File: config.mk
export PLATFORM = sky130hd
export DESIGN_NAME = fc_result_collector
export DESIGN_NICKNAME = d
export VERILOG_FILES = /design/src/rtl/fc_result_collector.sv
export SDC_FILE = /design/constraint.sdc
export NUM_CORES = 1
export LEC_CHECK = 0
export ABC_AREA = 1
export CAP_MARGIN = 5
export CORE_MARGIN = 2
export CORE_UTILIZATION = 50
export CTS_CLUSTER_DIAMETER = 60
export CTS_CLUSTER_SIZE = 10
export DETAILED_ROUTE_END_ITERATION = 12
export PLACE_DENSITY = 0.77
export SETUP_SLACK_MARGIN = 0.02
export SYNTH_ARGS = -nofsm -noshare
export SYNTH_HDL_FRONTEND = slang
export SYNTH_SLANG_ARGS = --single-unit
File: constraint.sdc
create_clock -name clk -period 2.9 [get_ports clk]
set_input_delay 0.435 -clock clk [delete_from_list [all_inputs] [get_ports clk]]
set_output_delay 0.435 -clock clk [all_outputs]
set_load 0.02 [all_outputs]
File: src/rtl/fc_result_collector.sv
// fc_result_collector: gathers the score vector of the final FC layer over
// Depth beats, scans it for the signed argmax (one class per cycle, lower
// index wins ties) and presents the result with a one-cycle strobe.
// Expects NumClasses >= 2, NumClasses divisible by Depth, Timeout >= 1.
module fc_result_collector #(
  parameter int BitSize    = 8,
  parameter int NumClasses = 8,
  parameter int Depth      = 4,
  parameter int Timeout    = 8
) (
  input  logic                                            clk,
  input  logic                                            res,
  input  logic                                            in_valid,
  input  logic [NumClasses/Depth-1:0][BitSize-1:0]        in_data,
  input  logic                                            in_done,
  output logic                                            out_valid,
  output logic [$clog2(NumClasses)-1:0]                   out_class,
  output logic [BitSize-1:0]                              out_max,
  output logic [NumClasses-1:0][BitSize-1:0]              out_scores,
  output logic [15:0]                                     out_frames,
  output logic                                            out_err
);

  localparam int Chunk = NumClasses / Depth;
  localparam int CW    = $clog2(NumClasses);
  localparam int BW    = (Depth > 1) ? $clog2(Depth) : 1;
  localparam int TW    = $clog2(Timeout + 1);

  typedef enum logic [1:0] {IDLE, COLLECT, COMPARE, PRESENT} state_e;

  state_e                              state_q;
  logic [BW-1:0]                       beat_q;
  logic [TW-1:0]                       tmo_q;
  logic [CW-1:0]                       idx_q;
  logic [CW-1:0]                       best_q;
  logic [NumClasses-1:0][BitSize-1:0]  scores_q;

  logic          last_beat;
  logic          in_collect;
  logic          abort;
  logic          cand_wins;
  logic [CW-1:0] best_d;

  assign last_beat  = (beat_q == BW'(Depth - 1));
  assign in_collect = (state_q == COLLECT);
  // A partial vector is dropped on end-of-set (unless this beat completes it)
  // or when the Timeout-th consecutive idle cycle is reached.
  assign abort = in_collect &&
                 ((in_done && !(in_valid && last_beat)) ||
                  (!in_valid && tmo_q == TW'(Timeout - 1)));
  // Strict greater-than keeps the earlier (lower) index on ties.
  assign cand_wins = $signed(scores_q[idx_q]) > $signed(scores_q[best_q]);
  assign best_d    = cand_wins ? idx_q : best_q;

  // Control FSM with registered result outputs.
  always_ff @(posedge clk) begin
    if (res) begin
      state_q    <= IDLE;
      beat_q     <= '0;
      tmo_q      <= '0;
      idx_q      <= '0;
      best_q     <= '0;
      scores_q   <= '0;
      out_valid  <= 1'b0;
      out_class  <= '0;
      out_max    <= '0;
      out_scores <= '0;
      out_frames <= '0;
      out_err    <= 1'b0;
    end else begin
      out_valid <= 1'b0;
      case (state_q)
        IDLE, COLLECT: begin
          if (abort) begin
            beat_q  <= '0;
            tmo_q   <= '0;
            out_err <= 1'b1;
            state_q <= IDLE;
          end else if (in_valid) begin
            for (int j = 0; j < Chunk; j++)
              scores_q[CW'(int'(beat_q) * Chunk + j)] <= in_data[j];
            tmo_q <= '0;
            if (last_beat) begin
              beat_q  <= '0;
              idx_q   <= CW'(1);
              best_q  <= '0;
              state_q <= COMPARE;
            end else begin
              beat_q  <= beat_q + BW'(1);
              state_q <= COLLECT;
            end
          end else if (in_collect) begin
            tmo_q <= tmo_q + TW'(1);
          end
        end
        COMPARE: begin
          if (in_valid) out_err <= 1'b1;
          best_q <= best_d;
          idx_q  <= idx_q + CW'(1);
          // The last class is folded in directly so the result lands one
          // cycle earlier than a separate commit stage would allow.
          if (idx_q == CW'(NumClasses - 1)) begin
            out_valid  <= 1'b1;
            out_class  <= best_d;
            out_max    <= scores_q[best_d];
            out_scores <= scores_q;
            out_frames <= out_frames + 16'd1;
            state_q    <= PRESENT;
          end
        end
        PRESENT: begin
          if (in_valid) out_err <= 1'b1;
          state_q <= IDLE;
        end
        default: state_q <= IDLE;
      endcase
    end
  end

endmodule
==> impl_metrics.env <==
export IMPL_fin_tns_setup_ns=-1.59
export IMPL_yosys_area_top_type="dfxtp_1"
export IMPL_routed_wl_mm=30.2
export IMPL_relSlewSlack=0.414
export IMPL_grt_max_degree=67
export IMPL_io_buffers=112
export IMPL_setup_ws_ns=-0.178
export IMPL_io_pins=113
export IMPL_routabilityCongestion=1.03
export IMPL_finalPower_mw=5.90
export IMPL_path_clk_slew_ns=0.07
export IMPL_violations="setup timing"
export IMPL_drive_above_1_share=0.188
export IMPL_ys_warn_count=0
export IMPL_num_vias=9045
export IMPL_grt_total_usage=0.333
export IMPL_clock_sinks=171
export IMPL_slew_viol_final=0
export IMPL_rows=46
export IMPL_synthesis_nets=1159
export IMPL_hpwl_mm=21.2
export IMPL_instances_no_fill=1538
export IMPL_worstSetupEndpointType="register"
export IMPL_cpMaxStageDelayCell="dfxtp_4"
export IMPL_crit_path_frequent_cell="nand3_1"
export IMPL_area_growth_pct=39.5
export IMPL_worstPathRequired_ns=3.24
export IMPL_netlist_area_um2=8090
export IMPL_drt_iter0_markers=1028
export IMPL_die_area_um2=17200
export IMPL_grt_pass1_wl_mm=45.0
export IMPL_cp_start_kind="register"
export IMPL_arrival_ns=3.41
export IMPL_start_util=0.511
export IMPL_grt_setup_unrepaired="yes"
export IMPL_first_pass_iters=7
export IMPL_die_x_um=131
export IMPL_clk_path_buf_depth=2
export IMPL_max_freq_mhz=325
export IMPL_ant_nets=0
export IMPL_dp_slack_ns=-0.299
export IMPL_first_global_vias=8138
export IMPL_cts_htree_levels=4
export IMPL_cp_max_fo=6
export IMPL_fin_skew_ns=0.00529
export IMPL_wl_per_cell_um=19.6
export IMPL_yosysSeqAreaShare=0.423
export IMPL_die_h_um=131
export IMPL_holdBufCountCts=0
export IMPL_nets=1346
export IMPL_antenna_found_initial=0
export IMPL_dp_cells=1480
export IMPL_core_area_um2=15800
export IMPL_ys_seq_elements=171
export IMPL_post_route_drc_count=0
export IMPL_post_route_period_util=1.06
export IMPL_grt_overflow=0
export IMPL_worstMarginPinSlew_ns=0.877
export IMPL_cap_viol_max_count=0
export IMPL_power_density_nw_per_um2=523
export IMPL_netlist_top_cells_area="dfxtp_1, a21oi_1, o21ai_0, nand2_1, nand3_1"
export IMPL_leakage_nw=4.39
export IMPL_tritoncts="yes"
export IMPL_setup_viol=12
export IMPL_criticalPathCategory="register to register"
export IMPL_via_per_inst=5.88
export IMPL_synth_top_area_share=0.423
export IMPL_hp_class="register to register"
export IMPL_cts_root_buf="clkbuf_16"
export IMPL_clk_latency_ns=0.44
export IMPL_synth_cell_types=37
export IMPL_cpPeakStageDelay_ns=0.41
export IMPL_avgSynthCellArea_um2=7.21
export IMPL_hold_ws_ns=0.466
export IMPL_ir_drop_mv=0.483
export IMPL_cp_cell_sequence="buf_12 > nand2_1 > o21ai_2 > a221oi_2 > buf_4 > a31oi_1 > ha_1 > nand2_2 > nor2_4 > buf_4 > nand4_4 > nand3_4 > buf_12 > nand2_4 > o21ai_4 > clkbuf_16 > nand3_1 > nand3_1 > nand3_1 > nand2_1 > inv_1"
export IMPL_fin_crit_ns=3.08
export IMPL_synth_cells=1122
export IMPL_hold_viol=0
export IMPL_status="finished with violations"
export IMPL_n_antenna_cell=0
export IMPL_cts_buffers=17
[cell type report]
type,count,area (um2)
clock inverters,12,87.6
clock buffers,20,467
multi-input cells,782,4330
flip-flops and latches,171,3430
fillers,1316,4550
well taps,216,270
inverters,95,372
repair buffers,242,2320
[layout by cell type, fill, tap and decap left out, drive strengths merged, types with 2 or more instances in the layout]
| cell | instances |
|---|---|
| clkbuf | 23 |
| nand3 | 114 |
| dfxtp | 171 |
| buf | 128 |
| a21oi | 216 |
| clkinv | 9 |
| xor2 | 3 |
| clkinvlp | 3 |
| nor3 | 13 |
| nand2 | 199 |
| or2 | 2 |
| a31oi | 8 |
| ha | 17 |
| inv | 95 |
| nand4 | 4 |
| o21ai | 168 |
| clkdlybuf4s50 | 111 |
| nor2 | 24 |
| a221oi | 8 |
[stage by stage]
step,area [um2],util
4_1_cts,10800,0.680
6_report,11300,0.713
5_1_grt,11300,0.713
3_5_place_dp,10000,0.635
3_3_place_gp,10000,0.635
2_1_floorplan,8110,-
[final timing paths]
path                        from        endpoint  slack (ns)  cells after the start
setup reg to reg        idx_q[0]      out_max[4]       -0.18                     21
hold / removal    out_scores[27]  out_scores[27]        0.47                      2
hold reg to reg   out_scores[27]  out_scores[27]        0.47                      2
setup / recovery        idx_q[0]      out_max[4]       -0.18                     21
[synth_stat cells (all sizes together)]
library cell	instances
buf	19
nor2	24
ha	17
nand3b	1
xor2	3
nand4	4
xnor2	1
nand3	114
a31oi	8
nor4	1
inv	90
nand2	198
a21o	1
a221oi	8
nor3b	1
clkinv	5
o21a	1
clkbuf	56
or2	2
nor3	13
o21ai	168
dfxtp	171
a21oi	216
[where the power goes]
group / switching [mW] / internal [mW] / leakage [nW]
combinational: 0.732 / 0.545 / 2.73
clock: 1.01 / 1.17 / 0.273
sequential: 0.0516 / 2.39 / 1.38
[per-layer routing]
metal | track usage | routed length [um] | part of all wire | vias up
li1 | - | - | - | 4203
met1 | 0.425 | 11900 | 0.39 | 4159
met2 | 0.519 | 13400 | 0.44 | 552
met3 | 0.0802 | 2860 | 0.095 | 131
met4 | 0.187 | 2000 | 0.066 | 0
met5 | 0 | 0 | 0 | -
[what timing repair did]
item,CTS,global route
gates resized for setup,18,80
cloned,1,5
endpoints found under the setup margin,12,14
setup buffers,11,10
pin swaps,14,16
[registers in the layout (all words and copies together) (netlist names)]
name        count
out_class       3
state_q         2
out_err         1
best_q          3
out_max         8
out_frames     16
idx_q           3
beat_q          2
out_scores     64
scores_q       64
tmo_q           4
out_valid       1
[worst max-delay path, delay by kind of cell, from the launching register on]
| family | cells | cell delay, ns |
|---|---|---|
| buffers and inverters | 6 | 0.82 |
| and+or+nand+nor | 10 | 0.92 |
| adders and majority gates | 1 | 0.30 |
| DFF | 1 | 0.41 |
| AOI/OAI and AO/OA | 4 | 0.52 |
[kinds of logic (layout without fill, tap and decap cells)]
group / after synthesis / after routing / synth area share
flip-flops: 171 / 171 / 0.423
XOR/XNOR: 4 / 4 / 0.00433
adder cells (fa/ha/maj): 17 / 17 / 0.0263
AO/OA/AOI/OAI: 402 / 402 / 0.258
AND/OR/NAND/NOR: 358 / 359 / 0.206
buffers and inverters: 170 / 369 / 0.0826
Power figures use the tool's default switching activity.
==> edit: new RTL, same flow settings <==
Put one more register stage on the output `out_err`, without a reset. The value now appears one clock later. The other outputs are not delayed to match.
--- a/src/rtl/fc_result_collector.sv
+++ b/src/rtl/fc_result_collector.sv
@@ -28,4 +28,6 @@
 
   typedef enum logic [1:0] {IDLE, COLLECT, COMPARE, PRESENT} state_e;
+
+  logic out_err_s0;
 
   state_e                              state_q;
@@ -67,5 +69,5 @@
       out_scores <= '0;
       out_frames <= '0;
-      out_err    <= 1'b0;
+      out_err_s0 <= 1'b0;
     end else begin
       out_valid <= 1'b0;
@@ -75,5 +77,5 @@
             beat_q  <= '0;
             tmo_q   <= '0;
-            out_err <= 1'b1;
+            out_err_s0 <= 1'b1;
             state_q <= IDLE;
           end else if (in_valid) begin
@@ -95,5 +97,5 @@
         end
         COMPARE: begin
-          if (in_valid) out_err <= 1'b1;
+          if (in_valid) out_err_s0 <= 1'b1;
           best_q <= best_d;
           idx_q  <= idx_q + CW'(1);
@@ -110,5 +112,5 @@
         end
         PRESENT: begin
-          if (in_valid) out_err <= 1'b1;
+          if (in_valid) out_err_s0 <= 1'b1;
           state_q <= IDLE;
         end
@@ -118,3 +120,7 @@
   end
 
+  always_ff @(posedge clk) begin
+    out_err <= out_err_s0;
+  end
+
 endmodule
Behaviour: not the same (Yosys sat finds a counterexample within 4 cycles, from zero or initial values).
==> edit against the unedited design <==
- the flow still finishes with violations (setup timing)
- first-iteration DRC count rose by 0.97%
- count of clock-buffer cells in the layout fell by 1
- global-route usage fell by 0.19 points
- final area rose by 1.2%
- routed wire length fell by 1.1%
- setup slack got worse by 0.20 ns
- critical path depth rose by 1
- total power rose by 4.2%
- synthesized area rose by 0.25%
- sequential cell count rose by 1
- critical endpoint is now out_max[7]
- highest routed layer unchanged
==> edit: results (changes against the unedited design) <==
| Metric | Value |
|---|---|
| Status | `finished, violations left` |
| Failing checks | `setup timing` |
| Instance area after placement | `0.01002 mm2 (-0.22%)` |
| Number of buffer cells added on primary ports | `112 (unchanged)` |
| Iteration-0 DRC Markers | `1038 (+0.97%)` |
| Number of CTS-inserted buffers | `17 (unchanged)` |
| CTS root buffer | `clkbuf_16` |
| Clock transition at the register clock pins on the worst setup and hold paths after CTS | `0.07 ns (about the same)` |
| Detailed placement HPWL | `20620 um (-2.9%)` |
| Synth Warn # | `0 (unchanged)` |
| Count of inserted antenna diode cells | `0 (unchanged)` |
| Layout cell share with drive strength beyond 1 | `21.16% (+2.3 points)` |
| Slack of the worst reg-to-reg path | `-0.38 ns (-0.20 ns)` |
| Final non-filler cell total | `1530 (-0.52%)` |
| Capturing element type of the critical path | `flop` |
| Average footprint of a synthesized cell | `7.218 um2 (+0.16%)` |
| Number of unique standard cell types used by synthesis | `37 (unchanged)` |
| Most frequent cells after synthesis | `216 x a21oi_1, 192 x nand2_1, 172 x dfxtp_1, 165 x o21ai_0, 112 x nand3_1` |
| # H-tree levels | `4 (unchanged)` |
| Pin count of the biggest net entering global routing | `73 (+9.0%)` |
| Data arrival, critical path | `3.66 ns (+0.25 ns)` |
| Worst setup path endpoint | `out_max[7]` |
| Antenna violations before repair | `0 (unchanged)` |
| Total global-route track usage | `33.15% (-0.19 points)` |
| Worst reg2reg path depth | `22 (+4.8%)` |
| Post-synthesis async set-or-reset flop share | `0% (unchanged)` |
| Crit start category | `flop` |
| Total setup violations reported at the end of the flow | `14 (+2)` |
| Maximum resistive drop on vdd | `494.5 uV (+2.4%)` |
| Last weighted congestion value of the routability-driven placer | `1.086 (+5.7%)` |
| Setup Slack @ Placement | `-0.2560 ns (+0.04288 ns)` |
| Sequential share of the synthesized area | `42.48% (+0.14 points)` |
| Maximum fanout encountered on the critical timing path | `9 (+3)` |
| RR Startpoint | `idx_q[0]` |
| Sw Share | `29.24% (-1.1 points)` |
| LEAKAGE | `4.492 nW (+2.3%)` |
| Clock insertion delay at the later pin of the skew report | `0.44 ns (about the same)` |
| Measured slew at the worst slew-check pin | `0.6271 ns (-0.2501 ns)` |
| Maximum clock path buffer count | `2 (unchanged)` |
| Largest regs | `out_scores (64), scores_q (64), out_frames (16)` |
| Final nets | `1339 (-0.52%)` |
| Post-detailed-routing wire length | `29830 um (-1.1%)` |
| Wire length of the first global-routing pass | `45270 um (+0.71%)` |
| First-pass DRT Iterations | `6 (-1)` |
| Largest cells by area after synthesis | `dfxtp_1 42%, a21oi_1 13%, o21ai_0 10%` |
| Hold Path Class | `reg -> reg` |
| Vias per std cell | `5.907 (+0.45%)` |
| Synthesized netlist net count | `1160 (+0.086%)` |
| Via count of the first global-routing pass | `8366 (+2.8%)` |
| Setup Total Neg Slack | `-3.681 ns (-2.092 ns)` |
| Crit path setup slack, layout | `-0.3776 ns (-0.2001 ns)` |
| Post-route clock skew | `0.01127 ns (+0.005972 ns)` |
[edit: cell families after synthesis]
family | count (synthesis) | share of synthesized area (%)
xor gates and xnor gates | 4 | 0.4323
adders and majority gates | 17 | 2.624
DFF | 172 | 42.48
AOI/OAI and AO/OA | 402 | 25.70
buffers and inverters | 170 | 8.243
and+or+nand+nor | 358 | 20.52
[edit: layout make-up]
cell class,count,area [um2]
flip-flops and latches,172,3448
inverters,95,369.1
repair buffers,234,2215
well taps,216,270.3
clock buffers,19,452.9
multi-input cells,782,4499
clock inverters,12,160.2
fillers,1211,4471
[edit: worst min-delay path by stage]
stage | from | endpoint | slack, ns | cells after the start
6_report | out_err_s0 | out_err | 0.36 | 0
5_1_grt | out_err_s0 | out_err | 0.37 | 0
4_1_cts | out_err_s0 | out_err | 0.36 | 0
3_5_place_dp | out_err_s0 | out_err | 0.35 | 0
3_3_place_gp | out_err_s0 | out_err | 0.35 | 0
2_1_floorplan | out_err_s0 | out_err | 0.33 | 0
[edit: critical path, cell delays in order, from the launching register on]
cell	delay, ns
dfxtp_4	0.39
buf_12	0.15
buf_4	0.17
a21oi_1	0.18
o21ai_0	0.13
a31oi_1	0.21
ha_1	0.28
buf_4	0.16
nand2_2	0.08
nor2_4	0.05
nand2_2	0.11
nand2_2	0.08
nand2_4	0.08
nand3_4	0.14
buf_12	0.18
o21ai_4	0.21
buf_4	0.15
nand3_1	0.11
nand2_1	0.10
nand2_1	0.07
nand3_1	0.09
nand2_1	0.06
inv_1	0.06
[edit: layer usage]
metal,wire (um),track usage [%],vias to the layer above
met2,13240,52.11,570
met1,11740,41.68,4124
met5,0,0,-
met3,2731,7.523,158
met4,2119,19.69,0
li1,-,-,4186
[edit: metrics by stage]
step	util, %	hold WS [ns]
floorplan	-	0.3315
global placement	63.08	0.3466
detailed placement	63.08	0.3533
CTS	69.73	0.3601
global route	71.86	0.3708
finish	71.86	0.3612
[edit: power by group through the flow]
stage | Sequential (mW) | Combinational, mW | Clock [mW]
after detailed placement | 2.50 | 0.886 | 0
after global routing | 2.46 | 1.37 | 2.51
after floorplan | 2.49 | 0.552 | 0
after global placement | 2.51 | 0.877 | 0
final | 2.46 | 1.28 | 2.40
after CTS | 2.45 | 1.02 | 2.41
[edit: repair_timing]
action,4_1_cts,5_1_grt
buffers inserted,8,14
gates resized for setup,90,55
pin swaps,61,41
cloned,2,1
setup endpoints to repair,11,14
